===== config.mk =====
export PLATFORM = sky130hd
export DESIGN_NAME = fifo_wr_ptr_ctrl
export DESIGN_NICKNAME = d
export VERILOG_FILES = /design/src/rtl/fifo_wr_ptr_ctrl.sv
export SDC_FILE = /design/constraint.sdc
export NUM_CORES = 1
export LEC_CHECK = 0
export CAP_MARGIN = 20
export CORE_MARGIN = 2
export CORE_UTILIZATION = 35
export CTS_BUF_LIST = sky130_fd_sc_hd__clkbuf_4
export CTS_CLUSTER_DIAMETER = 80
export DETAILED_ROUTE_END_ITERATION = 8
export SYNTH_ARGS = -nofsm -noshare
export SYNTH_HDL_FRONTEND = slang
export SYNTH_SLANG_ARGS = --single-unit

===== constraint.sdc =====
create_clock -name W_CLK -period 3.15 [get_ports W_CLK]
set_input_delay 0.4725 -clock W_CLK [delete_from_list [all_inputs] [get_ports W_CLK]]
set_output_delay 0.4725 -clock W_CLK [all_outputs]
set_load 0.03 [all_outputs]

===== src/rtl/fifo_wr_ptr_ctrl.sv =====
// fifo_wr_ptr_ctrl
// Write-side pointer controller for an asynchronous FIFO. It owns the binary
// and Gray write pointers and drives the memory write port. It brings the
// read-side Gray pointer into this clock domain and derives a pessimistic
// occupancy from it. FULL, ALMOST_FULL and W_LEVEL are all registered, and
// OVERFLOW latches any write attempt made while full.
module fifo_wr_ptr_ctrl #(
    parameter int FIFO_DEPTH  = 8,
    parameter int SYNC_STAGES = 2,
    localparam int A          = $clog2(FIFO_DEPTH)
) (
    input  logic         W_CLK,
    input  logic         W_RST,
    input  logic         W_INC,
    input  logic         W_CLR_ERR,
    input  logic [A:0]   R_PTR_GRAY,
    input  logic [A:0]   AF_LEVEL,
    output logic         W_EN,
    output logic [A-1:0] W_ADDR,
    output logic [A:0]   W_PTR,
    output logic         FULL,
    output logic         ALMOST_FULL,
    output logic [A:0]   W_LEVEL,
    output logic         OVERFLOW
);

    // Occupancy value that means "every entry holds unread data".
    localparam logic [A:0] DEPTH_L = (A+1)'(FIFO_DEPTH);

    // ------------------------------------------------------------------
    // State
    // ------------------------------------------------------------------
    logic [A:0] wbin_reg;
    logic [A:0] wbin_next;
    logic [A:0] wgray_reg;
    logic [A:0] wgray_next;

    logic [A:0] rsync_reg [SYNC_STAGES];
    logic [A:0] rgray_s;
    logic [A:0] rbin_s;

    logic [A:0] level_reg;
    logic [A:0] level_next;
    logic       full_reg;
    logic       full_next;
    logic       af_reg;
    logic       af_next;
    logic       ovf_reg;
    logic       ovf_next;

    logic       wr_accept;
    logic       wr_reject;

    // ------------------------------------------------------------------
    // Write acceptance
    // ------------------------------------------------------------------
    // A write is taken only while the registered FULL flag is low. The
    // memory captures on the same edge, so the enable is combinational.
    assign wr_accept = W_INC & ~full_reg;
    assign wr_reject = W_INC &  full_reg;

    // Next binary pointer: advance by one on an accepted write. It wraps
    // naturally modulo 2*FIFO_DEPTH because of its A+1 bit width.
    always_comb begin
        wbin_next = wbin_reg;
        if (wr_accept) begin
            wbin_next = wbin_reg + 1'b1;
        end
    end

    // Gray encoding of the next pointer. It is registered alongside wbin, so
    // W_PTR never lags the binary counter.
    assign wgray_next = wbin_next ^ (wbin_next >> 1);

    // ------------------------------------------------------------------
    // Read pointer synchroniser
    // ------------------------------------------------------------------
    // Multi-flop chain for the asynchronous Gray read pointer. Only one
    // bit changes per read, so any sampled value is either the old or
    // the new pointer.
    always_ff @(posedge W_CLK) begin
        if (!W_RST) begin
            for (int i = 0; i < SYNC_STAGES; i++) begin
                rsync_reg[i] <= '0;
            end
        end else begin
            rsync_reg[0] <= R_PTR_GRAY;
            for (int i = 1; i < SYNC_STAGES; i++) begin
                rsync_reg[i] <= rsync_reg[i-1];
            end
        end
    end

    assign rgray_s = rsync_reg[SYNC_STAGES-1];

    // Gray-to-binary conversion. Each binary bit is the XOR of all Gray
    // bits at and above it. It is written per bit so that no bit depends
    // on another bit of the same vector.
    generate
        for (genvar gi = 0; gi <= A; gi++) begin : g_gray2bin
            assign rbin_s[gi] = ^rgray_s[A:gi];
        end
    endgenerate

    // ------------------------------------------------------------------
    // Occupancy and flags
    // ------------------------------------------------------------------
    // Level is computed from the post-write pointer and the synchronised
    // read pointer. The read pointer is stale, so the level can only
    // overstate occupancy. That keeps FULL safe.
    assign level_next = wbin_next - rbin_s;
    assign full_next  = (level_next == DEPTH_L);

    // A zero threshold disables ALMOST_FULL. A threshold above the depth
    // can never be reached because level_next tops out at FIFO_DEPTH.
    assign af_next = (AF_LEVEL != '0) && (level_next >= AF_LEVEL);

    // Sticky overflow. A new rejected write wins over a clear in the same
    // cycle, so an error can never be lost.
    always_comb begin
        ovf_next = ovf_reg;
        if (wr_reject) begin
            ovf_next = 1'b1;
        end else if (W_CLR_ERR) begin
            ovf_next = 1'b0;
        end
    end

    // ------------------------------------------------------------------
    // Registered pointer and status state
    // ------------------------------------------------------------------
    // Register pointers and flags. Reset discards all write-side state;
    // a W_INC present during reset has no effect.
    always_ff @(posedge W_CLK) begin
        if (!W_RST) begin
            wbin_reg  <= '0;
            wgray_reg <= '0;
            level_reg <= '0;
            full_reg  <= 1'b0;
            af_reg    <= 1'b0;
            ovf_reg   <= 1'b0;
        end else begin
            wbin_reg  <= wbin_next;
            wgray_reg <= wgray_next;
            level_reg <= level_next;
            full_reg  <= full_next;
            af_reg    <= af_next;
            ovf_reg   <= ovf_next;
        end
    end

    // ------------------------------------------------------------------
    // Outputs
    // ------------------------------------------------------------------
    assign W_EN        = wr_accept;
    assign W_ADDR      = wbin_reg[A-1:0];
    assign W_PTR       = wgray_reg;
    assign FULL        = full_reg;
    assign ALMOST_FULL = af_reg;
    assign W_LEVEL     = level_reg;
    assign OVERFLOW    = ovf_reg;

endmodule

Yosys cells after proc, flatten, opt, wreduce, memory -nomap -nowiden
Memory sizes are Yosys's and may differ from the RTL's.
Cells that the tools add are included.
{"block": "classes", "n_addsub": 2, "order_cmp": 1, "eq_ne": 1, "muxes": 7, "n_bitwise": 6, "reduce_logical": 6}
{"cell": "2-to-1 mux 4 bit", "count": 3}
{"cell": "adder 4 x 1 -> 4 bit, second input constant", "count": 1}
{"cell": "equality test 4 bit, second input constant", "count": 1}
{"cell": ">= comparator 4 bit", "count": 1}
{"cell": "2-to-1 mux 1 bit", "count": 4}
{"cell": "nonzero test 4 bit", "count": 1}
{"cell": "XOR reduction 4 bit", "count": 1}
{"cell": "subtractor 4 bit", "count": 1}
{"cell": "XOR 4 x 3 -> 4 bit", "count": 1}
{"cell": "XOR reduction 3 bit", "count": 1}
{"cell": "bitwise AND 1 bit", "count": 2}
{"cell": "OR 1 bit", "count": 2}
{"cell": "nonzero test 2 bit", "count": 1}
{"cell": "XOR reduction 2 bit", "count": 1}
{"cell": "logical AND 1 bit", "count": 1}
{"cell": "inverter 1 bit", "count": 1}
{"block": "word_totals", "ff_bits": 15, "ramBits": 8, "out_inout_bits": 15, "n_memories": 1}
{"memory": "rsync_reg", "words": 2, "word_bits": 4, "rd": 2, "rd_ports_with_merged_regs": 0, "wr": 2, "line_no": "38", "source": "logic [A:0] rsync_reg [SYNC_STAGES];"}

Depth between registers and ports, before layout
{"block": "depth", "ltp_word": 6, "mapped_depth": 12, "ltp_nobuf": 12}

Worst setup path before layout
OpenSTA, ideal clock, no wires.
{"block": "synth_timing", "path_kind": "register -> register", "startpoint": "register full_reg (netlist: FULL)", "endpoint": "register af_reg (netlist: ALMOST_FULL)", "setup_time_ps": 125, "t_arrival_ps": 2512, "path_slack_ps": 513, "stages_incl_launch_ff": 13, "period_less_slack_ps": 2637, "path_cell_list": "dfxtp_1 -> nor2b_4 -> buf_6 -> nand2_1 -> xor2_1 -> inv_1 -> ha_1 -> o311a_1 -> a221oi_2 -> xnor2_1 -> ha_1 -> a21oi_1 -> nor2_1"}
{"block": "synth_between", "elab_chain_len": 6}
{"element": "from (decl)", "line_no": "44", "source": "logic full_reg;"}
{"element": "from (signal assigned)", "line_no": "146", "source": "full_reg <= full_next;"}
{"element": "inverter 1 bit", "line_no": "59", "source": "assign wr_accept = W_INC & ~full_reg;"}
{"element": "bitwise AND 1 bit", "line_no": "59"}
{"element": "named net W_EN", "line_no": "18", "source": "output logic W_EN,"}
{"element": "2-to-1 mux 4 bit", "line_no": "66", "source": "if (wr_accept) begin"}
{"element": "named net wbin_next[2]", "line_no": "34", "source": "logic [A:0] wbin_next;"}
{"element": "subtractor 4 bit", "line_no": "111", "source": "assign level_next = wbin_next - rbin_s;"}
{"element": "named net level_next[3]", "line_no": "43", "source": "logic [A:0] level_next;"}
{"element": ">= comparator 4 bit", "line_no": "116", "source": "assign af_next = (AF_LEVEL != '0) && (level_next >= AF_LEVEL);"}
{"element": "logical AND 1 bit", "line_no": "116"}
{"element": "to (signal assigned)", "line_no": "147", "source": "af_reg <= af_next;"}
{"element": "to (decl)", "line_no": "46", "source": "logic af_reg;"}
The timed path passes the listed nets, and every way through them passes these cells.
A chain may end at the register's enable or synchronous reset.

Worst setup path after layout
{"block": "layout_timing", "startpoint": "input port W_INC", "endpoint": "register af_reg (netlist: ALMOST_FULL)"}
{"block": "layout_between", "elab_chain_len": 5}
{"element": "from (decl)", "line_no": "14", "source": "input logic W_INC,"}
{"element": "bitwise AND 1 bit", "line_no": "59"}
{"element": "2-to-1 mux 4 bit", "line_no": "66"}
{"element": "subtractor 4 bit", "line_no": "111"}
{"element": "named net level_next[2]", "line_no": "43"}
{"element": ">= comparator 4 bit", "line_no": "116"}
{"element": "logical AND 1 bit", "line_no": "116"}
The timed path passes the listed nets, and every way through them passes these cells.

==> run_results.csv <==
group,metric,value,unit
final_layout,antenna_cells,0,
timing,fmax,0.354,GHz
floorplanning,fp.coreArea,2730,um2
grt,grt_pass1_vias,679,
drt,vias,695,
placed_design,dpl.cell_count,148,
synthesis,synth-edff-count,0,
timing,maxSlewHeadroom,63.5,%
final_layout,fin_nets,142,
timing,finalClockSkew,0.00166,ns
timing,finalHoldViolCount,0,
synthesis,yosys.area.top_type_share,43.9,%
timing,setup_viol,0,
final_layout,syn_to_final_growth,36.2,%
placed_design,hpwl,1.33,mm
timing,finalCriticalPeriod,2.82,ns
grt,grt_overflow_total,0,
final_layout,largest_reg_flops,8,
worst_setup_path,rr_startpoint,"rsync_reg[0][7]$_SDFF_PN0_",
clocking,cts_tree,"yes",
drt,drc,0,
floorplanning,dieArea,3310,um2
clocking,cts_resized,0,
final_layout,final_core_util,50.0,%
grt,grt_max_degree,23,
synthesis,synth_compound_area_share,6.61,%
drt,drt_iter0_markers,3,
synthesis,synth-simple-area-share,20.0,%
timing,post-route-period-util,89.6,%
drt,via_per_inst,4.57,
floorplanning,num_io_pins,27,
clocking,postCtsSetupBuffers,0,
final_layout,layout.cells.non_filler,152,
synthesis,yosys-top-cells-area,"dfxtp_1, ha_1, and2_1",
clocking,hold_buffers,0,
worst_setup_path,arrival,3.02,ns
synthesis,yosys.area_share.xor_xnor,14.3,%
final_layout,regArea,440,um2
timing,maxSlewViolCount,0,
synthesis,ys.flop_type,"dfxtp_1",
drt,ant_nets,0,
outcome,outcome,"completed",
worst_setup_path,r2r_slack,0.48,ns
grt,track_usage,11.8,%
drt,wire_per_inst,11.3,um
hold_path,hold_path.startpoint,"rsync_reg[0][1]$_SDFF_PN0_",
synthesis,synth_nets,110,
synthesis,synth_seq_cells,22,
floorplanning,die_x,57.5,um
synthesis,muxShareOfSynthArea,1.50,%
hold_path,min_path_type,"reg2reg",
synthesis,postSynthCellCount,90,
pwr,power.leakage,0.000568,uW
synthesis,async_flop_share,0,%
pwr,peakVddDrop,0.353,mV
worst_setup_path,required,3.35,ns
final_layout,multi_input_area,526,um2
worst_setup_path,cp_max_fo,6,
worst_setup_path,cp-end-kind,"flip-flop",
timing,fin_setup_tns,0,ns
synthesis,avgSynthCellArea,11.1,um2
final_layout,final_common_cell,"clkdlybuf4s50_1",
synthesis,synth_warnings,0,
final_layout,final_cell_mix,"clkdlybuf4s50_1, dfxtp_1, and2_1, ha_1, xnor2_1",
placed_design,placement.io_buffers,26,
final_layout,drive_gt1_share,12.4,%
clocking,clock-root-buffer,"clkbuf_4",
timing,rsz0062_at_grt,"no",
clocking,clock_sinks,22,
clocking,cts_buffer_depth,2,
synthesis,yosysSeqAreaShare,43.9,%
drt,first_pass_iters,2,
clocking,numCtsBuffers,3,
floorplanning,rows,19,
worst_setup_path,r2r-end,"ALMOST_FULL$_SDFF_PN0_",
drt,drt-total-wl,1.72,mm
pwr,powerDensity,666,nW/um2
floorplanning,initial_core_util,36.7,%
placed_design,gp_congestion,0.779,
worst_setup_path,rr_worst_depth,11,
clocking,clkLatencyLatePin,0.30,ns
worst_setup_path,start_kind,"input pin",
synthesis,syn_area,1000,um2
clocking,clk_pin_slew,0.12,ns
synthesis,synth_area_leader_cell,"dfxtp_1",
final_layout,nFillCells,249,
hold_path,holdPathEnd,"rsync_reg[0][5]$_SDFF_PN0_",
synthesis,synthDistinctLibCells,27,
synthesis,synth_top_family_by_area,"simple AND/OR/NAND/NOR gates",
grt,grt_pass1_wl,3.00,mm
run,maxCapViolations,0,
worst_setup_path,path_class,"in2reg",
clocking,htreeDepth,1,
grt,antenna_found_initial,0,
synthesis,synthAdderAreaFrac,9.98,%
floorplanning,die_h,57.5,um
hold_path,hold_depth,1,
timing,worstMarginPinSlew,0.546,ns
-- worst max-delay path by stage --
stage / startpoint / endpoint / slack, ns / depth (start not counted)
floorplan: FULL$_SDFF_PN0_ / ALMOST_FULL$_SDFF_PN0_ / 0.51 / 12
global placement: W_INC / ALMOST_FULL$_SDFF_PN0_ / 0.07 / 11
detailed placement: W_INC / ALMOST_FULL$_SDFF_PN0_ / 0.006 / 11
CTS: W_INC / ALMOST_FULL$_SDFF_PN0_ / 0.34 / 11
global route: W_INC / ALMOST_FULL$_SDFF_PN0_ / 0.23 / 12
finish: W_INC / ALMOST_FULL$_SDFF_PN0_ / 0.33 / 11
-- synthesized netlist by cell type (all sizes together), types with 2 or more instances --
cell type,count
nand2b,2
nand2,3
a21oi,2
ha,8
xnor2,7
a21o,2
xor2,5
nor2b,6
and2,15
clkbuf,2
dfxtp,22
inv,5
-- through the flow --
stage	total power, uW	area, um2	setup slack [ns]	hold WS [ns]
3_5_place_dp	705	1310	0.00577	0.417
2_1_floorplan	575	1000	0.513	0.412
3_3_place_gp	698	1310	0.0695	0.416
6_report	910	1370	0.329	0.447
4_1_cts	926	1370	0.340	0.448
5_1_grt	965	1370	0.230	0.459
-- logic make-up after synthesis --
kind of cell    Yosys count
simple gates             30
flops                    22
compound gates            8
mux                       1
xor+xnor                 13
fa+ha+maj                 8
buf+inv                   8
-- critical path: stages --
cell	delay, ns
clkdlybuf4s50_1	0.51
nor2b_4	0.26
mux2_4	0.37
xor2_1	0.17
ha_1	0.20
a21oi_1	0.14
xnor2_1	0.23
ha_1	0.30
a21o_1	0.16
a21oi_1	0.14
nor2_1	0.05
-- power breakdown --
| group | leakage [uW] | internal (uW) | switching (uW) |
|---|---|---|---|
| combinational | 0.000359 | 181 | 181 |
| sequential | 0.000181 | 315 | 16.5 |
| clock | 0.0000279 | 129 | 87.5 |
| total | 0.000568 | 624 | 285 |
-- layer usage --
layer / global-route usage, % / wire (um) / up-vias / part of all wire (%)
met4: 5.98 / 19 / 0 / 1.1
met3: 2.49 / 102 / 2 / 5.9
li1: - / - / 356 / -
met1: 14.3 / 755 / 319 / 44
met2: 19.6 / 839 / 18 / 49
met5: 0 / 0 / - / 0
-- cell type report --
class,instances,area share [%]
repair buffers,30,21.2
clock buffers,3,1.65
clock inverters,1,2.20
flip-flops and latches,22,32.2
multi-input cells,60,38.5
inverters,5,1.37
well taps,31,2.84
No activity file was read; power rests on OpenSTA's default activity.
